## src/rtl/quant_pkg.sv

```systemverilog
// Shared constants, state encoding and helpers for the quantizer sequencer.
package quant_pkg;

    localparam int IDX_W        = 8;
    localparam int ACT_W        = 32;
    localparam int DIV_STAGES   = 8;
    // quant_pre plus one cycle per divider stage
    localparam int PIPE_LAT_DEF = DIV_STAGES + 1;

    typedef logic [2:0] state_t;

    localparam state_t ST_IDLE      = 3'd0;
    localparam state_t ST_SCAN      = 3'd1;
    localparam state_t ST_SCAN_WAIT = 3'd2;
    localparam state_t ST_QUANT     = 3'd3;
    localparam state_t ST_DRAIN     = 3'd4;
    localparam state_t ST_DONE      = 3'd5;

    function automatic logic [ACT_W-1:0] max_sel(input logic [ACT_W-1:0] cur,
                                                 input logic [ACT_W-1:0] dat);
        if (dat > cur) begin
            return dat;
        end else begin
            return cur;
        end
    endfunction

endpackage

```

## src/rtl/quant_ctrl_if.sv

```systemverilog
// Control, buffer-read, quantizer and index-stream signals of quant_ctrl.
interface quant_ctrl_if
    import quant_pkg::*;
#(
    parameter int LEN_W = 10
);
    logic             i_start;
    logic [LEN_W-1:0] i_len;
    logic             o_busy;
    logic             o_done;
    logic             o_rd_en;
    logic [LEN_W-1:0] o_rd_addr;
    logic [ACT_W-1:0] i_rd_data;
    logic [ACT_W-1:0] o_q_max;
    logic [ACT_W-1:0] o_q_activation;
    logic [IDX_W-1:0] i_q_index;
    logic             o_idx_valid;
    logic [IDX_W-1:0] o_idx_data;
    logic             i_idx_ready;

    modport slave (
        input  i_start, i_len, i_rd_data, i_q_index, i_idx_ready,
        output o_busy, o_done, o_rd_en, o_rd_addr, o_q_max, o_q_activation,
               o_idx_valid, o_idx_data
    );

    modport master (
        output i_start, i_len, i_rd_data, i_q_index, i_idx_ready,
        input  o_busy, o_done, o_rd_en, o_rd_addr, o_q_max, o_q_activation,
               o_idx_valid, o_idx_data
    );
endinterface

```

## src/rtl/quant_idx_fifo.sv

```systemverilog
// Synchronous FIFO with occupancy count; output data reads 0 while empty.
module quant_idx_fifo #(
    parameter int DEPTH = 16,
    parameter int WIDTH = 8,
    parameter int CNT_W = $clog2(DEPTH + 1)
) (
    input  logic             clk,
    input  logic             reset_n,
    input  logic             push,
    input  logic [WIDTH-1:0] push_data,
    input  logic             pop,
    output logic [WIDTH-1:0] pop_data,
    output logic             valid,
    output logic [CNT_W-1:0] count
);
    localparam int PTR_W = (DEPTH > 1) ? $clog2(DEPTH) : 1;
    localparam logic [PTR_W-1:0] PTR_LAST = PTR_W'(DEPTH - 1);
    localparam logic [PTR_W-1:0] PTR_ONE  = PTR_W'(1);
    localparam logic [CNT_W-1:0] CNT_FULL = CNT_W'(DEPTH);
    localparam logic [CNT_W-1:0] CNT_ONE  = CNT_W'(1);

    logic [WIDTH-1:0] mem_r [DEPTH];
    logic [PTR_W-1:0] wr_ptr_r;
    logic [PTR_W-1:0] rd_ptr_r;
    logic [CNT_W-1:0] count_r;
    logic             rd_ok_s;
    logic             wr_ok_s;

    function automatic logic [PTR_W-1:0] ptr_inc(input logic [PTR_W-1:0] p);
        if (p == PTR_LAST) begin
            return {PTR_W{1'b0}};
        end else begin
            return p + PTR_ONE;
        end
    endfunction

    assign rd_ok_s = pop && (count_r != {CNT_W{1'b0}});
    assign wr_ok_s = push && ((count_r != CNT_FULL) || rd_ok_s);

    // Pointers and occupancy.
    always_ff @(posedge clk) begin
        if (!reset_n) begin
            wr_ptr_r <= {PTR_W{1'b0}};
            rd_ptr_r <= {PTR_W{1'b0}};
            count_r  <= {CNT_W{1'b0}};
        end else begin
            if (wr_ok_s) begin
                wr_ptr_r <= ptr_inc(wr_ptr_r);
            end
            if (rd_ok_s) begin
                rd_ptr_r <= ptr_inc(rd_ptr_r);
            end
            case ({wr_ok_s, rd_ok_s})
                2'b10:   count_r <= count_r + CNT_ONE;
                2'b01:   count_r <= count_r - CNT_ONE;
                default: count_r <= count_r;
            endcase
        end
    end

    // Storage array; contents are don't-care while the matching slot is empty.
    always_ff @(posedge clk) begin
        if (wr_ok_s) begin
            mem_r[wr_ptr_r] <= push_data;
        end
    end

    assign valid    = (count_r != {CNT_W{1'b0}});
    assign pop_data = valid ? mem_r[rd_ptr_r] : {WIDTH{1'b0}};
    assign count    = count_r;

endmodule

```

## src/rtl/quant_ctrl.sv

```systemverilog
// Two-pass tile sequencer: max scan, then credit-throttled streaming through
// the fixed-latency quantizer with tag-aligned capture into an output FIFO.
module quant_ctrl
    import quant_pkg::*;
#(
    parameter int LEN_W      = 10,
    parameter int PIPE_LAT   = PIPE_LAT_DEF,
    parameter int FIFO_DEPTH = 16
) (
    input  logic         clk,
    input  logic         reset_n,
    quant_ctrl_if.slave  bus
);
    localparam int CNT_W = $clog2(FIFO_DEPTH + 1);
    localparam logic [CNT_W-1:0] CNT_ONE   = CNT_W'(1);
    localparam logic [CNT_W:0]   SUM_ONE   = (CNT_W + 1)'(1);
    localparam logic [CNT_W:0]   DEPTH_C   = (CNT_W + 1)'(FIFO_DEPTH);
    localparam logic [LEN_W-1:0] LEN_ONE   = LEN_W'(1);
    localparam logic [ACT_W-1:0] ACT_ONE   = ACT_W'(1);

    state_t             state_r;
    state_t             state_nxt_s;
    logic [LEN_W-1:0]   len_r;
    logic [LEN_W-1:0]   addr_r;
    logic [LEN_W-1:0]   rd_addr_r;
    logic               rd_en_r;
    logic [ACT_W-1:0]   max_r;
    logic               scan_vld_r;
    logic               act_vld_r;
    logic [PIPE_LAT:0]  tag_r;
    logic [CNT_W-1:0]   inflight_r;
    logic               busy_r;
    logic               done_r;

    logic [CNT_W-1:0]   fifo_count_s;
    logic               fifo_valid_s;
    logic               push_s;
    logic               pop_s;
    logic               credit_ok_s;
    logic               issue_s;
    logic               last_strobe_s;
    logic               qstrobe_s;
    logic [ACT_W-1:0]   max_upd_s;

    assign push_s        = tag_r[PIPE_LAT];
    assign pop_s         = fifo_valid_s && bus.i_idx_ready;
    // Credits cover both buffered results and reads already committed to the pipe.
    assign credit_ok_s   = (({1'b0, fifo_count_s} + {1'b0, inflight_r} + SUM_ONE) <= DEPTH_C);
    assign issue_s       = (state_r == ST_QUANT) && (addr_r != len_r) && credit_ok_s;
    assign last_strobe_s = rd_en_r && (rd_addr_r == (len_r - LEN_ONE));
    assign qstrobe_s     = rd_en_r && (state_r == ST_QUANT);
    assign max_upd_s     = max_sel(max_r, bus.i_rd_data);

    // Next-state decode.
    always_comb begin
        state_nxt_s = state_r;
        case (state_r)
            ST_IDLE: begin
                if (bus.i_start) begin
                    state_nxt_s = (bus.i_len == {LEN_W{1'b0}}) ? ST_DONE : ST_SCAN;
                end else begin
                    state_nxt_s = ST_IDLE;
                end
            end
            ST_SCAN: begin
                if (last_strobe_s) begin
                    state_nxt_s = ST_SCAN_WAIT;
                end else begin
                    state_nxt_s = ST_SCAN;
                end
            end
            ST_SCAN_WAIT: state_nxt_s = ST_QUANT;
            ST_QUANT: begin
                if (last_strobe_s) begin
                    state_nxt_s = ST_DRAIN;
                end else begin
                    state_nxt_s = ST_QUANT;
                end
            end
            ST_DRAIN: begin
                if ((inflight_r == {CNT_W{1'b0}}) && (fifo_count_s == {CNT_W{1'b0}})) begin
                    state_nxt_s = ST_DONE;
                end else begin
                    state_nxt_s = ST_DRAIN;
                end
            end
            ST_DONE: state_nxt_s = ST_IDLE;
            default: state_nxt_s = ST_IDLE;
        endcase
    end

    // Sequencer state, read strobe generation, max tracking, tags and credits.
    always_ff @(posedge clk) begin
        if (!reset_n) begin
            state_r    <= ST_IDLE;
            len_r      <= {LEN_W{1'b0}};
            addr_r     <= {LEN_W{1'b0}};
            rd_addr_r  <= {LEN_W{1'b0}};
            rd_en_r    <= 1'b0;
            max_r      <= {ACT_W{1'b0}};
            scan_vld_r <= 1'b0;
            act_vld_r  <= 1'b0;
            tag_r      <= {(PIPE_LAT + 1){1'b0}};
            inflight_r <= {CNT_W{1'b0}};
            busy_r     <= 1'b0;
            done_r     <= 1'b0;
        end else begin
            state_r    <= state_nxt_s;
            busy_r     <= (state_nxt_s != ST_IDLE);
            done_r     <= (state_nxt_s == ST_DONE);
            scan_vld_r <= rd_en_r && (state_r == ST_SCAN);
            act_vld_r  <= qstrobe_s;
            tag_r      <= {tag_r[PIPE_LAT-1:0], qstrobe_s};

            case ({issue_s, push_s})
                2'b10:   inflight_r <= inflight_r + CNT_ONE;
                2'b01:   inflight_r <= inflight_r - CNT_ONE;
                default: inflight_r <= inflight_r;
            endcase

            case (state_r)
                ST_IDLE: begin
                    if (bus.i_start) begin
                        len_r     <= bus.i_len;
                        max_r     <= {ACT_W{1'b0}};
                        addr_r    <= {LEN_W{1'b0}};
                        rd_addr_r <= {LEN_W{1'b0}};
                        rd_en_r   <= (bus.i_len != {LEN_W{1'b0}});
                    end else begin
                        rd_en_r   <= 1'b0;
                    end
                end
                ST_SCAN: begin
                    if (scan_vld_r) begin
                        max_r <= max_upd_s;
                    end
                    if (last_strobe_s) begin
                        rd_en_r   <= 1'b0;
                    end else begin
                        rd_en_r   <= 1'b1;
                        rd_addr_r <= rd_addr_r + LEN_ONE;
                    end
                end
                ST_SCAN_WAIT: begin
                    // A zero maximum would be a zero divisor downstream.
                    max_r     <= (max_upd_s == {ACT_W{1'b0}}) ? ACT_ONE : max_upd_s;
                    rd_en_r   <= 1'b0;
                    rd_addr_r <= {LEN_W{1'b0}};
                    addr_r    <= {LEN_W{1'b0}};
                end
                ST_QUANT: begin
                    rd_en_r <= issue_s;
                    if (issue_s) begin
                        rd_addr_r <= addr_r;
                        addr_r    <= addr_r + LEN_ONE;
                    end
                end
                default: begin
                    rd_en_r <= 1'b0;
                end
            endcase
        end
    end

    quant_idx_fifo #(
        .DEPTH (FIFO_DEPTH),
        .WIDTH (IDX_W),
        .CNT_W (CNT_W)
    ) u_fifo (
        .clk       (clk),
        .reset_n   (reset_n),
        .push      (push_s),
        .push_data (bus.i_q_index),
        .pop       (pop_s),
        .pop_data  (bus.o_idx_data),
        .valid     (fifo_valid_s),
        .count     (fifo_count_s)
    );

    assign bus.o_busy         = busy_r;
    assign bus.o_done         = done_r;
    assign bus.o_rd_en        = rd_en_r;
    assign bus.o_rd_addr      = rd_addr_r;
    assign bus.o_q_max        = max_r;
    assign bus.o_q_activation = act_vld_r ? bus.i_rd_data : {ACT_W{1'b0}};
    assign bus.o_idx_valid    = fifo_valid_s;

endmodule

```

## src/flat_wrapper.sv

```systemverilog
// flat-port wrapper written by rule: the top's interface ports become plain ports
module quant_ctrl_flat import quant_pkg::*;
#(
    parameter int LEN_W      = 10,
    parameter int PIPE_LAT   = PIPE_LAT_DEF,
    parameter int FIFO_DEPTH = 16
)
  (clk, reset_n, bus_i_start, bus_i_len, bus_i_rd_data, bus_i_q_index, bus_i_idx_ready, bus_o_busy, bus_o_done, bus_o_rd_en, bus_o_rd_addr, bus_o_q_max, bus_o_q_activation, bus_o_idx_valid, bus_o_idx_data);
  quant_ctrl_if #(.LEN_W(LEN_W)) bus_i ();
  input  logic clk;
  input  logic reset_n;
  input wire logic [$bits(bus_i.i_start)-1:0] bus_i_start;
  input wire logic [$bits(bus_i.i_len)-1:0] bus_i_len;
  input wire logic [$bits(bus_i.i_rd_data)-1:0] bus_i_rd_data;
  input wire logic [$bits(bus_i.i_q_index)-1:0] bus_i_q_index;
  input wire logic [$bits(bus_i.i_idx_ready)-1:0] bus_i_idx_ready;
  output wire logic [$bits(bus_i.o_busy)-1:0] bus_o_busy;
  output wire logic [$bits(bus_i.o_done)-1:0] bus_o_done;
  output wire logic [$bits(bus_i.o_rd_en)-1:0] bus_o_rd_en;
  output wire logic [$bits(bus_i.o_rd_addr)-1:0] bus_o_rd_addr;
  output wire logic [$bits(bus_i.o_q_max)-1:0] bus_o_q_max;
  output wire logic [$bits(bus_i.o_q_activation)-1:0] bus_o_q_activation;
  output wire logic [$bits(bus_i.o_idx_valid)-1:0] bus_o_idx_valid;
  output wire logic [$bits(bus_i.o_idx_data)-1:0] bus_o_idx_data;
  assign bus_i.i_start = bus_i_start;
  assign bus_i.i_len = bus_i_len;
  assign bus_i.i_rd_data = bus_i_rd_data;
  assign bus_i.i_q_index = bus_i_q_index;
  assign bus_i.i_idx_ready = bus_i_idx_ready;
  assign bus_o_busy = bus_i.o_busy;
  assign bus_o_done = bus_i.o_done;
  assign bus_o_rd_en = bus_i.o_rd_en;
  assign bus_o_rd_addr = bus_i.o_rd_addr;
  assign bus_o_q_max = bus_i.o_q_max;
  assign bus_o_q_activation = bus_i.o_q_activation;
  assign bus_o_idx_valid = bus_i.o_idx_valid;
  assign bus_o_idx_data = bus_i.o_idx_data;
  quant_ctrl #(.LEN_W(LEN_W), .PIPE_LAT(PIPE_LAT), .FIFO_DEPTH(FIFO_DEPTH)) u_core (.clk(clk), .reset_n(reset_n), .bus(bus_i));
endmodule
```

## config.mk

```make
export PLATFORM = sky130hd
export DESIGN_NAME = quant_ctrl_flat
export DESIGN_NICKNAME = d
export VERILOG_FILES = /design/src/rtl/quant_pkg.sv /design/src/rtl/quant_ctrl_if.sv /design/src/rtl/quant_idx_fifo.sv /design/src/rtl/quant_ctrl.sv /design/src/flat_wrapper.sv
export SDC_FILE = /design/constraint.sdc
export NUM_CORES = 1
export LEC_CHECK = 0
export ABC_CLOCK_PERIOD_IN_PS = 6000
export CAP_MARGIN = 0
export CELL_PAD_IN_SITES_DETAIL_PLACEMENT = 1
export CELL_PAD_IN_SITES_GLOBAL_PLACEMENT = 2
export CORE_MARGIN = 2
export CORE_UTILIZATION = 40
export DETAILED_ROUTE_END_ITERATION = 8
export PLACE_DENSITY_LB_ADDON = 0.05
export SLEW_MARGIN = 0
export SYNTH_ARGS = -nofsm -noshare
export SYNTH_HDL_FRONTEND = slang
export SYNTH_SLANG_ARGS = --single-unit
```

## constraint.sdc

```tcl
create_clock -name clk -period 6 [get_ports clk]
set_input_delay 0.9 -clock clk [delete_from_list [all_inputs] [get_ports clk]]
set_output_delay 0.9 -clock clk [all_outputs]
set_load 0.01 [all_outputs]
```

==> impl_metrics.py, run 1 <==
metrics = {
    "setup_path": {
        "arrival_ns": 3.53,
        "regToRegStartpoint": "u_core.inflight_r[1]",
        "cp-start-kind": "flip-flop",
        "path_class": "reg -> out",
        "r2r_slack_ns": 2.08,
        "path_max_fanout": 25,
        "worstPathRequired_ns": 5.10,
        "worstSetupEndpointType": "primary output",
    },
    "sta": {
        "hold_viol": 0,
        "setup_tns_ns": 0,
        "fmax_mhz": 226,
        "max_slew.worst_pin.slew_ns": 1.13,
        "slew_violations": 0,
        "setup_viol": 0,
        "setup_slack_ns": 1.57,
        "period_needed_ns": 4.43,
        "period_share": 0.738,
        "rsz0062_at_grt": "no",
        "slew_headroom": 0.240,
        "clock_skew_ns": 0.0180,
    },
    "floorplanning": {
        "start_util": 0.405,
        "rows": 60,
        "core_area_um2": 26800,
        "die_h_um": 169,
        "dieWidth_um": 169,
        "die_area_um2": 28500,
        "pin_count": 140,
    },
    "drt": {
        "via_per_inst": 5.37,
        "vias": 7542,
        "drt-wirelength-per-cell_um": 19.6,
        "routed_wl_mm": 27.5,
        "drtIter0Drc": 371,
        "drc_errors": 0,
        "dr.pass1.iters": 5,
        "ant_nets": 0,
    },
    "clock_network": {
        "cts.clk_slew.worst_paths_ns": 0.06,
        "cts-htree-levels": 1,
        "cts_tree": "built",
        "postCtsSetupBuffers": 0,
        "cts_resized": 0,
        "clockBufferDepth": 3,
        "root_buffer": "clkbuf_16",
        "hold_buffers": 0,
        "clock_latency_ns": 0.53,
        "numCtsBuffers": 26,
        "clock-sinks": 229,
    },
    "worst_hold_path": {
        "hold_start": "u_core.tag_r[8]",
        "min_path_type": "reg -> reg",
    },
    "synthesis": {
        "ys.flop_type": "edfxtp_1",
        "syn_area_per_cell_um2": 11.9,
        "synth_top_area_frac": 0.354,
        "synth_cell_types": 61,
        "synth_top_cell_by_area": "edfxtp_1",
        "synth_area_um2": 10900,
        "synth_seq_area_share": 0.540,
        "synth-edff-count": 128,
        "syn_inst": 909,
        "ys_ff_latch": 229,
        "synthArstFlopShare": 0,
        "ys_warn_count": 0,
        "synth_area_leaders": "edfxtp_1, dfxtp_1, mux4_2",
        "synthesis.nets": 1017,
    },
    "pwr": {
        "pwr-share-comb": 0.183,
        "ir_drop_uv": 181,
        "leakage_nw": 4.72,
        "power.internal_mw": 3.04,
        "clockPowerShare": 0.385,
        "switching_power_mw": 1.07,
        "pwr_density_cell_nw_per_um2": 306,
        "swShare": 0.260,
        "power_frac_seq": 0.432,
    },
    "placement": {
        "dp_worst_setup_slack_ns": 1.84,
        "dpl_cell_area_um2": 12600,
        "dp.final_hpwl_mm": 19.8,
        "place.gp.congestion": 0.792,
        "place.port_buffers": 139,
    },
    "global_routing": {
        "track_usage": 0.197,
        "antenna_found_initial": 0,
        "grt_pass1_vias": 8000,
        "grt_pass1_wl_mm": 44.7,
        "grt_overflow": 0,
        "grt_max_degree": 38,
    },
    "finish": {
        "antenna_cells": 0,
        "drive_gt1_frac": 0.0912,
        "final_nets": 1152,
        "final_area_um2": 13400,
        "syn_to_final_growth_pct": 23.8,
        "fin_util": 0.502,
    },
    "status": {
        "outcome": "completed",
    },
    "job": {
        "max_cap_violations": 0,
    },
}
-- critical path, stage by stage, from the launching register on --
cell and delay [ns]:
dfxtp_2 0.95, buf_4 0.36, mux4_2 0.56, mux4_2 0.46
and2_1 0.18, clkdlybuf4s50_1 0.48
-- power by group through the flow --
| stage | clock [mW] | sequential, mW | combinational [mW] |
|---|---|---|---|
| finish | 1.58 | 1.78 | 0.751 |
| global route | 1.70 | 1.79 | 0.830 |
| CTS | 1.63 | 1.78 | 0.766 |
| detailed placement | 0 | 1.81 | 0.761 |
| global placement | 0 | 1.81 | 0.753 |
| floorplan | 0 | 1.77 | 0.497 |
-- logic make-up after synthesis --
family / share of synthesized area
buffers and inverters: 0.0333
xor gates and xnor gates: 0.0410
AOI/OAI and AO/OA: 0.0961
DFF: 0.540
and+or+nand+nor: 0.141
adders and majority gates: 0.0636
muxes: 0.0848
-- synth_stat cells (all sizes together), types with 12 or more instances --
master and n:
xnor2 19, nor3 21, clkbuf 33, nand4 15, inv 51, nand2 63
and2 53, nor2 68, o21ai 13, xor2 31, nand3 12, edfxtp 128
dfxtp 101, a22o 32, ha 52, a21oi 38, mux4 40, nor4 26
a21o 14
-- cell type report --
cell class              count  area, um2
fillers                  2830      13400
flip-flops and latches    229       5870
multi-input cells         587       4640
repair buffers            149       1470
clock buffers              37        723
well taps                 341        427
inverters                  51        191
clock inverters            11        130
-- flip-flops by register name, indices dropped and copies added (netlist names), 5 cells and up, named ones only --
name	cells
u_core.addr_r	10
u_core.bus.o_q_max	32
u_core.bus.o_rd_addr	10
u_core.inflight_r	5
u_core.len_r	10
u_core.tag_r	10
u_core.u_fifo.count	5
u_core.u_fifo.mem_r	128
-- metal layers --
layer / vias to the layer above / track usage / routed length, um
met2: 135 / 0.328 / 13100
met4: 0 / 0.0382 / 427
met5: - / 0 / 0
met3: 32 / 0.0369 / 1320
li1: 3640 / - / -
met1: 3735 / 0.272 / 12700
-- stage by stage --
stage	hold slack, ns	total power [mW]	instances
2_1_floorplan	0.412	2.27	909
3_3_place_gp	0.419	2.56	1357
4_1_cts	0.441	4.18	1405
6_report	0.437	4.11	1405
3_5_place_dp	0.422	2.57	1357
5_1_grt	0.461	4.32	1405
-- cells in the final DEF, fill, tap and decap left out, types with 3 or more instances in the layout --
| cell type | count |
|---|---|
| clkdlybuf4s50_1 | 139 |
| edfxtp_1 | 128 |
| dfxtp_1 | 100 |
| nor2_1 | 68 |
| nand2_1 | 63 |
| and2_1 | 53 |
| ha_1 | 52 |
| inv_1 | 50 |
| mux4_2 | 40 |
| a21oi_1 | 38 |
| a22o_1 | 32 |
| xor2_1 | 31 |
| clkbuf_16 | 27 |
| nor4_1 | 25 |
| nor3_1 | 21 |
| xnor2_1 | 18 |
| nand4_1 | 15 |
| a21o_1 | 14 |
| o21ai_0 | 13 |
| nand3_1 | 12 |
| buf_4 | 10 |
| a211oi_1 | 9 |
| clkbuf_1 | 9 |
| nand2b_1 | 7 |
| nor2b_1 | 5 |
| and3_1 | 5 |
| o211ai_1 | 4 |
| or3_1 | 4 |
| a221oi_1 | 4 |
| and4_1 | 4 |
| clkinv_1 | 4 |
| nor3b_1 | 3 |
| o31ai_1 | 3 |
| o21a_1 | 3 |
| o32ai_1 | 3 |
| a31oi_1 | 3 |
| bufinv_16 | 3 |
-- final timing paths --
| check | to | depth (start not counted) |
|---|---|---|
| worst min register to register | u_core.tag_r[9] | 1 |
| worst min-delay path | u_core.tag_r[9] | 1 |
| worst max-delay path | bus_o_idx_data[6] | 5 |
| worst max register to register | u_core.inflight_r[4] | 14 |
Power figures use the tool's default switching activity.
==> inputs of run 2 (changes only) <==
Settings changed: ABC_CLOCK_PERIOD_IN_PS 6000 to 4200, CORE_UTILIZATION 40 to 37.
Clock period 6 ns to 4.2 ns, I/O delays scaled along.
==> impl_metrics.py, run 2 (synthesis results as in run 1) <==
metrics = {
    "global_routing": {
        "track_usage": 0.187,
        "antenna_found_initial": 0,
        "grt_pass1_wl_mm": 45.6,
        "grt_max_degree": 37,
        "grt_pass1_vias": 7941,
        "grt_overflow": 0,
    },
    "floorplanning": {
        "pin_count": 140,
        "dieWidth_um": 175,
        "start_util": 0.377,
        "die_area_um2": 30700,
        "die_h_um": 175,
        "core_area_um2": 28800,
        "rows": 62,
    },
    "setup_path": {
        "critical-path-max-stage-delay_ns": 0.67,
        "path_class": "reg -> out",
        "reg2reg_to": "u_core.inflight_r[4]",
        "crit_family": "multiplexers",
        "regToRegStartpoint": "u_core.u_fifo.count[1]",
        "crit_cells": 5,
        "worstSetupEndpointType": "primary output",
        "cp-start-kind": "flip-flop",
        "worstPathRequired_ns": 3.57,
        "cp_common_cell": "mux4_2",
        "crit_end": "bus_o_idx_data[5]",
        "path_max_fanout": 13,
        "arrival_ns": 3.19,
        "path_buf_inv": 2,
        "r2r.worst_path.cells": 14,
        "path_cells": "buf_4 -> mux4_2 -> mux4_2 -> and2_1 -> clkdlybuf4s50_1",
        "cpMaxStageDelayCell": "dfxtp_2",
        "r2r_slack_ns": 0.82,
    },
    "placement": {
        "dp.final_hpwl_mm": 20.5,
        "place.gp.congestion": 0.744,
        "place.port_buffers": 139,
    },
    "sta": {
        "slew_violations": 0,
        "setup_viol": 0,
        "holdWs_ns": 0.432,
        "fmax_mhz": 262,
        "rsz0062_at_grt": "no",
        "slew_headroom": 0.350,
        "clock_skew_ns": 0.0121,
        "setup_tns_ns": 0,
        "hold_viol": 0,
        "period_share": 0.909,
        "period_needed_ns": 3.82,
        "max_slew.worst_pin.slew_ns": 0.974,
    },
    "job": {
        "max_cap_violations": 0,
    },
    "drt": {
        "drtIter0Drc": 310,
        "ant_nets": 0,
        "drc_errors": 0,
        "vias": 7588,
        "drt-wirelength-per-cell_um": 19.4,
        "via_per_inst": 5.21,
        "routed_wl_mm": 28.2,
        "dr.pass1.iters": 6,
    },
    "finish": {
        "drive_gt1_frac": 0.102,
        "max_flop_register": "u_core.u_fifo.mem_r",
        "largest_reg_flops": 128,
        "layout_common_cells": "clkdlybuf4s50_1, edfxtp_1, dfxtp_1, nor2_1, nand2_1",
        "antenna_cells": 0,
        "final_nets": 1161,
        "syn_to_final_growth_pct": 24.9,
        "fillCellCount": 3016,
        "mostFrequentLayoutCell": "clkdlybuf4s50_1",
    },
    "clock_network": {
        "root_buffer": "clkbuf_16",
        "clock_latency_ns": 0.52,
        "clock-sinks": 229,
        "postCtsSetupBuffers": 0,
        "clockBufferDepth": 3,
        "cts.clk_slew.worst_paths_ns": 0.05,
        "cts_resized": 0,
        "numCtsBuffers": 26,
        "cts_tree": "built",
        "cts-htree-levels": 1,
        "hold_buffers": 0,
    },
    "pwr": {
        "ir_drop_uv": 278,
        "leakage_nw": 4.77,
        "pwr_density_cell_nw_per_um2": 431,
    },
    "worst_hold_path": {
        "min_path_type": "reg -> reg",
    },
    "status": {
        "outcome": "completed",
    },
}
[run 2: how the worst min path moves through the flow]
| stage | start | to | depth (start not counted) |
|---|---|---|---|
| global route | u_core.tag_r[2] | u_core.tag_r[3] | 1 |
| finish | u_core.tag_r[3] | u_core.tag_r[4] | 1 |
| floorplan | u_core.tag_r[1] | u_core.tag_r[2] | 1 |
| CTS | u_core.tag_r[5] | u_core.tag_r[6] | 1 |
| detailed placement | u_core.tag_r[3] | u_core.tag_r[4] | 1 |
| global placement | u_core.tag_r[3] | u_core.tag_r[4] | 1 |
[run 2: layout make-up]
class | instances | area, um2 | share of cell area
tap | 384 | 480 | 0.0354
clock buffer | 38 | 757 | 0.0558
timing repair buffer | 158 | 1550 | 0.114
sequential | 229 | 5870 | 0.433
inverter | 51 | 191 | 0.0141
clock inverter | 10 | 78.8 | 0.00582
multi-input combinational | 587 | 4630 | 0.342
[run 2: metal layers]
layer / share of wire / wire length [um] / up-vias / global-route usage
met5: 0 / 0 / - / 0
met4: 0.019 / 522 / 0 / 0.0448
met3: 0.040 / 1130 / 36 / 0.0294
met2: 0.48 / 13400 / 136 / 0.310
met1: 0.47 / 13100 / 3753 / 0.259
li1: - / - / 3663 / -
[run 2: metrics by stage]
stage               cell area, um2  setup slack [ns]  instances  utilization  power [mW]
finish                       13600             0.382       1457        0.471        5.85
global route                 13600             0.188       1457        0.471        6.13
CTS                          13600             0.275       1457        0.471        5.93
detailed placement           12700             0.679       1409        0.442        3.72
global placement             12700             0.729       1409        0.442        3.71
floorplan                    10900             0.963        909            -        3.24
[run 2: report_power, final]
group | total, mW | switching (mW) | internal, mW
logic | 1.14 | 0.568 | 0.568
clock network | 2.19 | 0.884 | 1.31
registers | 2.52 | 0.0953 | 2.42
total | 5.85 | 1.55 | 4.30
==> inputs of run 3 (changes only) <==
Settings changed: SYNTH_HIERARCHICAL set to 1.
==> impl_metrics.py, run 3 <==
metrics = {
    "status": {
        "outcome": "completed",
    },
    "synthesis": {
        "synth_seq_area_share": 0.517,
        "synth_area_um2": 11300,
        "syn_inst": 973,
        "synth_top_area_frac": 0.339,
        "synth_area_leaders": "edfxtp_1, dfxtp_1, mux4_2",
        "yosys.cell_count.top_type": "edfxtp_1",
        "ys_ff_latch": 229,
        "syn_area_per_cell_um2": 11.7,
        "synthesis.nets": 1081,
        "synthArstFlopShare": 0,
        "synth-edff-count": 128,
        "synth_cell_types": 74,
        "synth_top_cell_by_area": "edfxtp_1",
        "ys_warn_count": 6,
        "synth_common_cells": "edfxtp_1, dfxtp_1, nand2_1, and2_1, ha_1",
        "ys.flop_type": "edfxtp_1",
    },
    "setup_path": {
        "path_cells": "mux4_2 -> nor2b_1 -> a211oi_1 -> a211oi_1 -> clkdlybuf4s50_1",
        "worstPathRequired_ns": 3.57,
        "worstSetupEndpointType": "primary output",
        "cpMaxStageDelayCell": "dfxtp_2",
        "cp_common_cell": "a211oi_1",
        "path_class": "reg -> out",
        "critical-path-max-stage-delay_ns": 0.78,
        "r2r_slack_ns": 0.60,
        "arrival_ns": 3.14,
        "cp-start-kind": "flip-flop",
        "r2r.worst_path.cells": 14,
        "path_max_fanout": 20,
    },
    "clock_network": {
        "cts_resized": 0,
        "cts.clk_slew.worst_paths_ns": 0.06,
        "cts-htree-levels": 1,
        "clockBufferDepth": 3,
        "numCtsBuffers": 27,
        "clock_latency_ns": 0.55,
        "root_buffer": "clkbuf_16",
        "hold_buffers": 0,
        "postCtsSetupBuffers": 0,
        "clock-sinks": 229,
        "cts_tree": "built",
    },
    "global_routing": {
        "grt_pass1_vias": 8367,
        "grt_max_degree": 40,
        "grt_overflow": 0,
        "grt_pass1_wl_mm": 47.1,
        "track_usage": 0.188,
        "antenna_found_initial": 0,
    },
    "drt": {
        "ant_nets": 0,
        "routed_wl_mm": 29.9,
        "vias": 8020,
        "drt-wirelength-per-cell_um": 19.6,
        "via_per_inst": 5.25,
        "drc_errors": 0,
        "dr.pass1.iters": 4,
        "drtIter0Drc": 402,
    },
    "placement": {
        "place.port_buffers": 139,
        "place.gp.congestion": 0.746,
        "dp.final_hpwl_mm": 21.7,
    },
    "job": {
        "max_cap_violations": 0,
    },
    "worst_hold_path": {
        "hold-path-cell-count": 1,
        "min_path_type": "reg -> reg",
    },
    "finish": {
        "final_nets": 1219,
        "largest_reg_flops": 128,
        "max_flop_register": "u_core/u_fifo/mem_r",
        "fin_util": 0.464,
        "drive_gt1_frac": 0.0998,
        "syn_to_final_growth_pct": 24.2,
        "mostFrequentLayoutCell": "clkdlybuf4s50_1",
        "antenna_cells": 0,
        "layout_common_cells": "clkdlybuf4s50_1, edfxtp_1, dfxtp_1, nand2_1, and2_1",
    },
    "pwr": {
        "switching_power_mw": 1.15,
        "swShare": 0.227,
        "clockPowerShare": 0.459,
        "pwr-share-comb": 0.066,
        "power_frac_seq": 0.475,
        "pwr_density_cell_nw_per_um2": 359,
        "ir_drop_uv": 305,
        "leakage_nw": 4.96,
        "power.internal_mw": 3.91,
    },
    "floorplanning": {
        "start_util": 0.374,
        "core_area_um2": 30300,
        "dieWidth_um": 179,
        "die_h_um": 179,
        "die_area_um2": 32100,
        "rows": 64,
        "pin_count": 140,
    },
    "sta": {
        "period_share": 0.899,
        "slew_violations": 0,
        "clock_skew_ns": 0.0160,
        "rsz0062_at_grt": "no",
        "slew_headroom": 0.361,
        "period_needed_ns": 3.77,
        "setup_tns_ns": 0,
        "max_slew.worst_pin.slew_ns": 0.957,
        "fmax_mhz": 265,
        "setup_viol": 0,
        "hold_viol": 0,
    },
}
## run 3: worst max-delay path, delay by kind of cell (launching register included)
| family | cells | cell delay [ns] |
|---|---|---|
| compound gates | 2 | 0.52 |
| simple gates | 1 | 0.15 |
| buf+inv | 1 | 0.53 |
| flops | 1 | 0.78 |
| mux | 1 | 0.61 |
## run 3: metal layers
layer  share of wire  global-route usage  vias up
li1                -                   -     3919
met1            0.46               0.250     3941
met2            0.49               0.328      131
met3           0.031              0.0257       29
met4           0.016              0.0335        0
met5               0                   0        -
## run 3: kinds of logic (layout without fill, tap and decap cells)
family | count (synthesis) | count (layout) | share of synthesized area
AO/OA/AOI/OAI | 181 | 181 | 0.119
XOR/XNOR | 39 | 39 | 0.0301
adder cells (fa/ha/maj) | 54 | 54 | 0.0609
buffers and inverters | 102 | 261 | 0.0366
flip-flops | 229 | 229 | 0.517
multiplexers | 57 | 57 | 0.0857
AND/OR/NAND/NOR | 311 | 311 | 0.150
## run 3: worst paths after layout
kind	startpoint	endpoint
hold / removal	u_core/tag_r[2]	u_core/tag_r[3]
setup / recovery	flip-flop	bus_o_idx_data[1]
hold reg to reg	u_core/tag_r[2]	u_core/tag_r[3]
setup reg to reg	u_core/u_fifo/count[2]	u_core/inflight_r[4]
## run 3: power by group through the flow
| stage | logic, mW | clock network [mW] | registers [mW] |
|---|---|---|---|
| 6_report | 0.334 | 2.32 | 2.41 |
| 5_1_grt | 0.372 | 2.47 | 2.41 |
| 4_1_cts | 0.338 | 2.39 | 2.41 |
| 3_5_place_dp | 0.336 | 0 | 2.45 |
| 3_3_place_gp | 0.333 | 0 | 2.45 |
| 2_1_floorplan | 0.172 | 0 | 2.45 |
## run 3: per-stage QoR
step                      hold slack, ns  setup slack [ns]  instance area, um2  std cells  power [mW]
final                              0.433             0.426               14100       1528        5.06
after detailed placement           0.420             0.353               13200       1478        2.79
after global placement             0.414             0.506               13200       1478        2.79
after floorplan                    0.412             0.732               11300        973        2.62
after global routing               0.454             0.222               14100       1528        5.25
after CTS                          0.434             0.331               14100       1528        5.14
## run 3: final cells by class
class / instances / area (um2)
clock buffers: 30 / 697
clock inverters: 20 / 189
fillers: 3214 / 16300
inverters: 50 / 188
multi-input cells: 642 / 5080
flip-flops and latches: 229 / 5870
well taps: 396 / 495
repair buffers: 161 / 1560
